[src/rtl/timer_sched_pkg.sv]
// Shared constants and types for the multi-channel tick scheduler.
package timer_sched_pkg;

    // Channel mode encoding as seen on cfg_mode_i
    localparam logic MODE_PERIODIC = 1'b0;
    localparam logic MODE_ONESHOT  = 1'b1;

    // Clock cycles per tick when the instantiator does not override it
    localparam int unsigned DefaultPrescale = 12;

    // Event port sequencing
    typedef enum logic [0:0] {
        StIdle,
        StOffer
    } evt_state_e;

endpackage

[src/rtl/timer_rr_arb.sv]
// Combinational round-robin pick: first set bit of pending_i at or after rr_i, wrapping at NCH.
module timer_rr_arb
    import timer_sched_pkg::*;
#(
    parameter  int unsigned NCH = 4,
    localparam int unsigned ChW = $clog2(NCH)
) (
    input  logic [NCH-1:0] pending_i,
    input  logic [ChW-1:0] rr_i,
    output logic [ChW-1:0] grant_o,
    output logic           any_o
);

    // One extra bit so rr + offset cannot overflow before the explicit wrap
    logic [ChW:0] idx;

    // Scan NCH positions starting at rr_i and keep the first pending one
    always_comb begin
        grant_o = '0;
        any_o   = 1'b0;
        idx     = '0;
        for (int unsigned i = 0; i < NCH; i++) begin
            idx = {1'b0, rr_i} + (ChW+1)'(i);
            if (idx >= (ChW+1)'(NCH)) begin
                idx = idx - (ChW+1)'(NCH);
            end
            if (!any_o && pending_i[idx[ChW-1:0]]) begin
                any_o   = 1'b1;
                grant_o = idx[ChW-1:0];
            end
        end
    end

endmodule

[src/rtl/timer_sched.sv]
// Multi-channel tick scheduler: shared prescaler, NCH down-counting channels and a
// round-robin valid/ready event port.
module timer_sched
    import timer_sched_pkg::*;
#(
    parameter  int unsigned NCH      = 4,
    parameter  int unsigned CW       = 8,
    parameter  int unsigned PRESCALE = DefaultPrescale,
    localparam int unsigned ChW      = $clog2(NCH)
) (
    input  logic           clock_i,
    input  logic           reset_n_i,
    input  logic           cfg_we_i,
    input  logic [ChW-1:0] cfg_ch_i,
    input  logic [CW-1:0]  cfg_period_i,
    input  logic           cfg_mode_i,
    input  logic           cfg_en_i,
    output logic           evt_valid_o,
    output logic [ChW-1:0] evt_ch_o,
    input  logic           evt_ready_i,
    output logic [NCH-1:0] active_o,
    output logic [NCH-1:0] overrun_o,
    output logic           tick_o
);

    localparam int unsigned PW = (PRESCALE > 1) ? $clog2(PRESCALE) : 1;

    logic [PW-1:0]            presc_q;
    logic                     tick;

    logic [NCH-1:0][CW-1:0]   cnt_q, cnt_d;
    logic [NCH-1:0][CW-1:0]   per_q, per_d;
    logic [NCH-1:0]           mode_q, mode_d;
    logic [NCH-1:0]           active_q, active_d;
    logic [NCH-1:0]           pending_q, pending_d;
    logic [NCH-1:0]           overrun_q, overrun_d;

    logic [NCH-1:0]           cfg_hit;
    logic [NCH-1:0]           accept;
    logic [NCH-1:0]           expire;

    evt_state_e               state_q;
    logic                     evt_valid_q;
    logic [ChW-1:0]           evt_ch_q;
    logic [ChW-1:0]           rr_q;

    logic [ChW-1:0]           arb_grant;
    logic                     arb_any;

    assign tick = (presc_q == PW'(PRESCALE - 1));

    // Prescaler: free-running 0..PRESCALE-1
    always_ff @(posedge clock_i) begin
        if (!reset_n_i) begin
            presc_q <= '0;
        end else if (tick) begin
            presc_q <= '0;
        end else begin
            presc_q <= presc_q + PW'(1);
        end
    end

    // Per-channel strobes; an out-of-range cfg_ch_i matches no channel
    always_comb begin
        cfg_hit = '0;
        accept  = '0;
        expire  = '0;
        for (int unsigned c = 0; c < NCH; c++) begin
            cfg_hit[c] = cfg_we_i && (cfg_ch_i == ChW'(c));
            accept[c]  = (state_q == StOffer) && evt_ready_i && (evt_ch_q == ChW'(c));
            expire[c]  = tick && active_q[c] && !cfg_hit[c] && (cnt_q[c] == CW'(1));
        end
    end

    // Channel next state: config write beats counting; expiry beats acceptance
    always_comb begin
        cnt_d     = cnt_q;
        per_d     = per_q;
        mode_d    = mode_q;
        active_d  = active_q;
        pending_d = pending_q;
        overrun_d = overrun_q;
        for (int unsigned c = 0; c < NCH; c++) begin
            if (cfg_hit[c]) begin
                per_d[c]     = cfg_period_i;
                cnt_d[c]     = cfg_period_i;
                mode_d[c]    = cfg_mode_i;
                active_d[c]  = cfg_en_i && (cfg_period_i != '0);
                pending_d[c] = 1'b0;
                overrun_d[c] = 1'b0;
            end else begin
                if (tick && active_q[c]) begin
                    if (cnt_q[c] == CW'(1)) begin
                        if (mode_q[c] == MODE_ONESHOT) begin
                            active_d[c] = 1'b0;
                        end else begin
                            cnt_d[c] = per_q[c];
                        end
                    end else if (cnt_q[c] != '0) begin
                        cnt_d[c] = cnt_q[c] - CW'(1);
                    end
                end
                if (expire[c]) begin
                    // A second expiry before the first was consumed is only flagged
                    if (pending_q[c] && !accept[c]) begin
                        overrun_d[c] = 1'b1;
                    end
                    pending_d[c] = 1'b1;
                end else if (accept[c]) begin
                    pending_d[c] = 1'b0;
                end
            end
        end
    end

    // Channel state registers
    always_ff @(posedge clock_i) begin
        if (!reset_n_i) begin
            cnt_q     <= '0;
            per_q     <= '0;
            mode_q    <= '0;
            active_q  <= '0;
            pending_q <= '0;
            overrun_q <= '0;
        end else begin
            cnt_q     <= cnt_d;
            per_q     <= per_d;
            mode_q    <= mode_d;
            active_q  <= active_d;
            pending_q <= pending_d;
            overrun_q <= overrun_d;
        end
    end

    timer_rr_arb #(
        .NCH (NCH)
    ) u_arb (
        .pending_i (pending_q),
        .rr_i      (rr_q),
        .grant_o   (arb_grant),
        .any_o     (arb_any)
    );

    // Event FSM: pick in IDLE, hold the offer stable until accepted
    always_ff @(posedge clock_i) begin
        if (!reset_n_i) begin
            state_q     <= StIdle;
            evt_valid_q <= 1'b0;
            evt_ch_q    <= '0;
            rr_q        <= '0;
        end else begin
            unique case (state_q)
                StIdle: begin
                    if (arb_any) begin
                        evt_ch_q    <= arb_grant;
                        evt_valid_q <= 1'b1;
                        state_q     <= StOffer;
                    end
                end
                StOffer: begin
                    if (evt_ready_i) begin
                        evt_valid_q <= 1'b0;
                        rr_q        <= (evt_ch_q == ChW'(NCH - 1)) ? '0 : evt_ch_q + ChW'(1);
                        state_q     <= StIdle;
                    end
                end
                default: begin
                    state_q <= StIdle;
                end
            endcase
        end
    end

    assign evt_valid_o = evt_valid_q;
    assign evt_ch_o    = evt_ch_q;
    assign active_o    = active_q;
    assign overrun_o   = overrun_q;
    assign tick_o      = tick;

endmodule

[config.mk]
export PLATFORM = sky130hd
export DESIGN_NAME = timer_sched
export DESIGN_NICKNAME = d
export VERILOG_FILES = /design/src/rtl/timer_sched_pkg.sv /design/src/rtl/timer_rr_arb.sv /design/src/rtl/timer_sched.sv
export SDC_FILE = /design/constraint.sdc
export NUM_CORES = 1
export LEC_CHECK = 0
export BUFFER_PORTS_ARGS = -buffer_cell sky130_fd_sc_hd__buf_2
export CAP_MARGIN = 10
export CORE_MARGIN = 4
export CORE_UTILIZATION = 62
export CTS_BUF_LIST = sky130_fd_sc_hd__clkbuf_16
export CTS_CLUSTER_DIAMETER = 40
export DETAILED_ROUTE_END_ITERATION = 8
export GPL_ROUTABILITY_DRIVEN = 0
export HOLD_SLACK_MARGIN = 0.08
export PLACE_DENSITY = 0.78
export RECOVER_POWER = 50
export SLEW_MARGIN = 20
export SYNTH_ARGS = -nofsm -noshare
export SYNTH_HDL_FRONTEND = slang
export SYNTH_SLANG_ARGS = --single-unit
export TNS_END_PERCENT = 1
[constraint.sdc]
create_clock -name clock_i -period 4.11 [get_ports clock_i]
set_input_delay 0.822 -clock clock_i [delete_from_list [all_inputs] [get_ports clock_i]]
set_output_delay 0.822 -clock clock_i [all_outputs]
set_load 0.005 [all_outputs]
# After elaboration in Yosys (flattened, before gate mapping)
# Cells that the tools add are included.
# W data, S select, Z words.
[totals] out_inout_bits=12 input_bits=16 ff_bits=90 elab_cells=227
[op_classes] reduce_logical=87 n_lt_le_gt_ge=8 bitwise_logic=2 eq_ne=17 n_mux=71 add_sub_neg=13
[op_table] operator="$mux W8" n=20
[op_table] operator="$reduce_bool A8 Y1" n=5
[op_table] operator="$mux W1" n=36
[op_table] operator="$eq A8 B1 Y1 const B" n=4
[op_table] operator="$reduce_bool A2 Y1" n=16
[op_table] operator="$sub A8 B1 Y8 const B" n=4
[op_table] operator="$logic_and A1 B1 Y1" n=29
[op_table] operator="$reduce_and A3 Y1" n=8
[op_table] operator="$mux W2" n=9
[op_table] operator="$reduce_and A2 Y1" n=7
[op_table] operator="$lt A2 B3 Y1 const B" n=4
[op_table] operator="$ne A3 B3 Y1 const B" n=4
[op_table] operator="$reduce_bool A3 Y1" n=4
[op_table] operator="$logic_not A1 Y1" n=11
[op_table] operator="$reduce_or A2 Y1" n=5
[op_table] operator="$ge A3 B3 Y1 const B" n=3
[op_table] operator="$bmux W1 S2" n=4
[op_table] operator="$eq A2 B2 Y1 const B" n=4
[op_table] operator="$sub A2 B1 Y2 const B" n=4
[op_table] operator="$add A2 B2 Y3 const B" n=2
[op_table] operator="$add A4 B1 Y4 const B" n=1
[op_table] operator="$eq A2 B1 Y1 const B" n=2
[op_table] operator="$eq A4 B4 Y1 const B" n=1
[op_table] operator="$logic_not A2 Y1" n=2
[op_table] operator="6 further kinds" n=9

# Depth between registers and ports, before layout
[logic_depth] ltp_word=16 ltp_mapped=8 ltp_nobuf=7

# Hierarchy
# A second synthesis with hierarchy kept.
[unflattened] hier_cells=596 area_unflattened_um2=4752.1
[modules_own_cells] module="timer_sched" instances=1 seq_area_each_um2=1801.7 area_per_inst_um2=4674.5 cells_per_inst=581
[modules_own_cells] module="timer_rr_arb" instances=1 seq_area_each_um2=0.0 area_per_inst_um2=77.6 cells_per_inst=15

# Least setup slack after synthesis
# Ideal clock, no wire load.
[synth_timing] path_type="reg2reg" startpoint="reg cnt_q[26] (netlist name)" endpoint="reg cnt_q[27] (netlist name)" t_required_ps=3991 t_arrival_ps=1868 setup_ps=119 path_slack_ps=2123 synth_period_minus_slack_ps=1987 n_path_buf=2 stages_incl_launch_ff=8 cell_sequence="dfxtp_1 > or4_1 > buf_2 > or3_4 > buf_6 > nor2_1 > a211oi_2 > o221a_1"
[synth_between] elab_chain_len=5 elab_cells_between_ends=10 classes_between="add/sub (1); eq/ne (2); mux (4); reduce/logical (3)"
[synth_lines] item="from (decl)" line="timer_sched.sv:31" rtl="logic [NCH-1:0][CW-1:0] cnt_q, cnt_d;"
[synth_lines] item="from (signal assigned)" line="timer_sched.sv:126" rtl="cnt_q <= cnt_d;"
[synth_lines] item="$sub A8 B1 Y8" line="timer_sched.sv:100" rtl="cnt_d[c] = cnt_q[c] - CW'(1);"
[synth_lines] item="$mux W8" line="timer_sched.sv:99" rtl="end else if (cnt_q[c] != '0) begin"
[synth_lines] item="$mux W8" line="timer_sched.sv:93" rtl="if (cnt_q[c] == CW'(1)) begin"
[synth_lines] item="$mux W8" line="timer_sched.sv:92" rtl="if (tick && active_q[c]) begin"
[synth_lines] item="$mux W8" line="timer_sched.sv:84" rtl="if (cfg_hit[c]) begin"
# Several ways; a longest one is shown, not always the timed one. The select of a mux whose other input is x is not followed.
# A chain may end at the register's enable or synchronous reset.

==> flow_summary.ini <==
[grt]
grt_first_pass_wirelength_um = 19100
globalRouteTotalUtil_pct = 26.5
pin_count_of_the_biggest_net_entering_global_routing = 53
antenna_violations_before_repair = 0
grt_overflow_total = 0
grt_pass1_vias = 4041

[final_layout]
register_area_sq_um = 1800
final_cell_mix = nand2_1 (126), dfxtp_1 (90), nor2_1 (34)
n_fill_cell = 606
leading_cell_type_in_the_layout_fill_and_taps_excluded = nand2_1
area_added_between_synthesis_and_finish_pct = 7.71
drive_above_1_share_pct = 6.95
fin_area_sq_um = 5190
utilization_pct = 70.1
final-instance-count-excl-fill = 703
final_net_count = 634
multi_input_area_sq_um = 2820
antenna_cells_inserted = 0

[pwr]
power_switching_share_pct = 27.2
power-per-cell-area_nw_per_um2 = 376
total_power_mw = 1.95
switching_power_uw = 530
fraction_of_power_consumed_by_the_clock_network_pct = 37.1
combinationalPowerShare_pct = 14.8
vdd_drop_max_uv = 326
power.share.sequential_pct = 48.1
internal-power_mw = 1.42
p_leak_nw = 1.93

[worst_setup_path]
arrival_time_of_data_at_the_critical_path_endpoint_ns = 3.11
category_of_the_critical_setup_timing_path = primary input to flip-flop
setup.reg_to_reg.worst_slack_ns = 1.59
rr_startpoint = presc_q[0]
crit_path_top_delay_cell = clkbuf_1
setup.worst_path.start = reset_n_i
worst_r2r_path_depth = 6
crit_fanout = 52
crit_family = buffers and inverters
cp_cell_sequence = clkbuf_1, clkbuf_2, o21ai_0, a31oi_1
timing.critical_path.buf_inv = 2
setup.worst_path.start_class = primary input
slowest_delay_ns = 0.97
cp_required_ns = 4.37
cp.depth = 4
critical_path.endpoint_type = flip-flop

[clocking]
post_cts_hold_buffer_count = 0
clkTransAtPathRegs_ns = 0.06
cts-htree-levels = 3
clkLatencyLatePin_ns = 0.34
root_buffer = clkbuf_16
cts_tree = yes
numCtsBuffers = 9
postCtsResizedCells = 0
cts.path.max_buffers = 2
clock_tree_sinks = 90
post-cts-setup-buffer-count = 0

[worst_hold_path]
holdPathStages = 2
hold_path_class = flip-flop to flip-flop
hp-start = per_q[9]

[floorplanning]
rows = 31
chipHeight_um = 96.2
die_area_sq_um = 9250
floorplan.initialDensity_pct = 65.1
die_x_um = 96.2
coreArea_sq_um = 7410
num_io_pins = 28

[logic_synthesis]
synth_top_family_by_area = compound AO/OA/AOI/OAI gates
synth_seq_area_share_pct = 37.4
syn_area_per_cell_sq_um = 8.13
mappedNetlistArea_sq_um = 4820
post_synth_inst_count = 593
synth_compound_gate_area_share_pct = 25.6
synth_adder_area_share_pct = 4.41
synthesis.nets = 626
share_of_synthesized_cell_area_in_and_or_nand_and_nor_gates_pct = 22.6
synth_enable_flop_cells = 0
yosys_register_bits = 90
synth_cell_type_count = 61
synth_top_area_share_pct = 37.4
mux_share_of_post_synthesis_cell_area_pct = 3.37
synth-main-ff-cell = dfxtp_1
synth_warnings = 0
synth_xor_xnor_area_share_pct = 2.54
synth_top_cell_by_area = dfxtp_1
ys_async_sr_fraction_pct = 0
yosys-top-cells-area = dfxtp_1 (37%), nand2_1 (9.8%), a21boi_1 (7.0%), ha_1 (4.4%), o211ai_1 (3.3%)

[timing]
worst_slew_margin_rel_pct = 8.50
worst_pin_slew_ns = 1.37
max_clock_freq_mhz = 350
setup_total_negative_slack_ns = 0
unrepaired_setup_endpoints_after_global_routing = false
final_min_period_over_clock_period_pct = 69.4
report.final.hold_viol_count = 0
timing.final.max_slew_violations = 0
fin_crit_ns = 2.85
fin_worst_setup_slack_ns = 1.26
hold_slack_ns = 0.457
clock_skew_ns = 0.00660
report.final.setup_viol = 0

[route]
route.final.wire_length_um = 11800
detail_route.first_pass.iterations = 5
detailroute.via_count = 4331
wl_per_cell_um = 16.8
route.detailed.drc = 0
antenna_left = 0
drtIter0Drc = 259
route.detailed.vias_per_inst = 6.16

[placed_design]
buffer_ports.inserted = 27
dpl_worst_slack_ns = 1.41
hpwl_um = 7780
detailed_place.area_sq_um = 4960
dp_cells = 689

[run_status]
outcome = complete, no violations

[run]
drv_cap = 0
==> power groups by stage <==
stage	Sequential (mW)	Clock, mW	Combinational [mW]
floorplan	0.948	0	0.227
global placement	0.955	0	0.275
detailed placement	0.956	0	0.286
CTS	0.937	0.728	0.289
global route	0.942	0.760	0.322
finish	0.938	0.725	0.289
==> worst register-to-register path, stage by stage, from the launching register on <==
cell and delay (ns):
dfxtp_1 0.36, ha_1 0.28, and3b_1 0.47, nand2_1 0.21, o21ai_1 0.72, o21ai_0 0.21, a31oi_1 0.21
==> flip-flops by register name, indices dropped and copies added (netlist names) <==
| register | flops |
|---|---|
| cnt_q | 32 |
| per_q | 32 |
| active_o | 4 |
| mode_q | 4 |
| overrun_o | 4 |
| pending_q | 4 |
| presc_q | 4 |
| evt_ch_o | 2 |
| rr_q | 2 |
| evt_valid_o | 1 |
| state_q | 1 |
==> synthesized netlist by cell type (4+ instances only) <==
master and number:
buf_2 8, o21bai_1 5, nor3b_1 7, a211oi_2 4, o21ai_1 13, ha_1 17
o21ai_0 16, nand3_1 9, dfxtp_1 90, nand2b_1 5, nor3_1 13, mux2i_1 14
inv_1 16, a21boi_1 45, o211ai_1 21, xnor2_1 10, nor4_1 7, nand2_1 126
nor2b_1 4, clkbuf_1 21, nor2_1 34, a31oi_1 21, xor2_1 4, a21oi_1 21
or3_1 5, or4_1 4
==> routing by layer <==
layer  global-route usage, %  wire [um]  part of all wire [%]  vias up
li1                        -          -                     -     2130
met1                    35.0       5240                    45     2045
met2                    44.8       5660                    48      141
met3                    3.21        712                   6.0       15
met4                    8.77        161                   1.4        0
met5                       0          0                     0        -
==> final cells by class <==
| class | count | area share [%] |
|---|---|---|
| Clock buffer | 9 | 4.34 |
| Clock inverter | 5 | 0.482 |
| Inverter | 16 | 1.16 |
| Multi-Input combinational cell | 455 | 54.3 |
| Sequential cell | 90 | 34.7 |
| Tap cell | 99 | 2.38 |
| Timing Repair Buffer | 29 | 2.60 |
==> kinds of logic (layout without fill, tap and decap cells) <==
| group | after synthesis | in the layout |
|---|---|---|
| muxes | 16 | 16 |
| and+or+nand+nor | 234 | 234 |
| adders and majority gates | 17 | 17 |
| buffers and inverters | 48 | 59 |
| xor gates and xnor gates | 14 | 14 |
| DFF | 90 | 90 |
| AOI/OAI and AO/OA | 174 | 174 |
==> final timing paths <==
check        endpoint
min          per_q[9]
max          cnt_q[5]
min reg2reg  per_q[9]
max reg2reg  cnt_q[5]
Power figures use the tool's default switching activity.
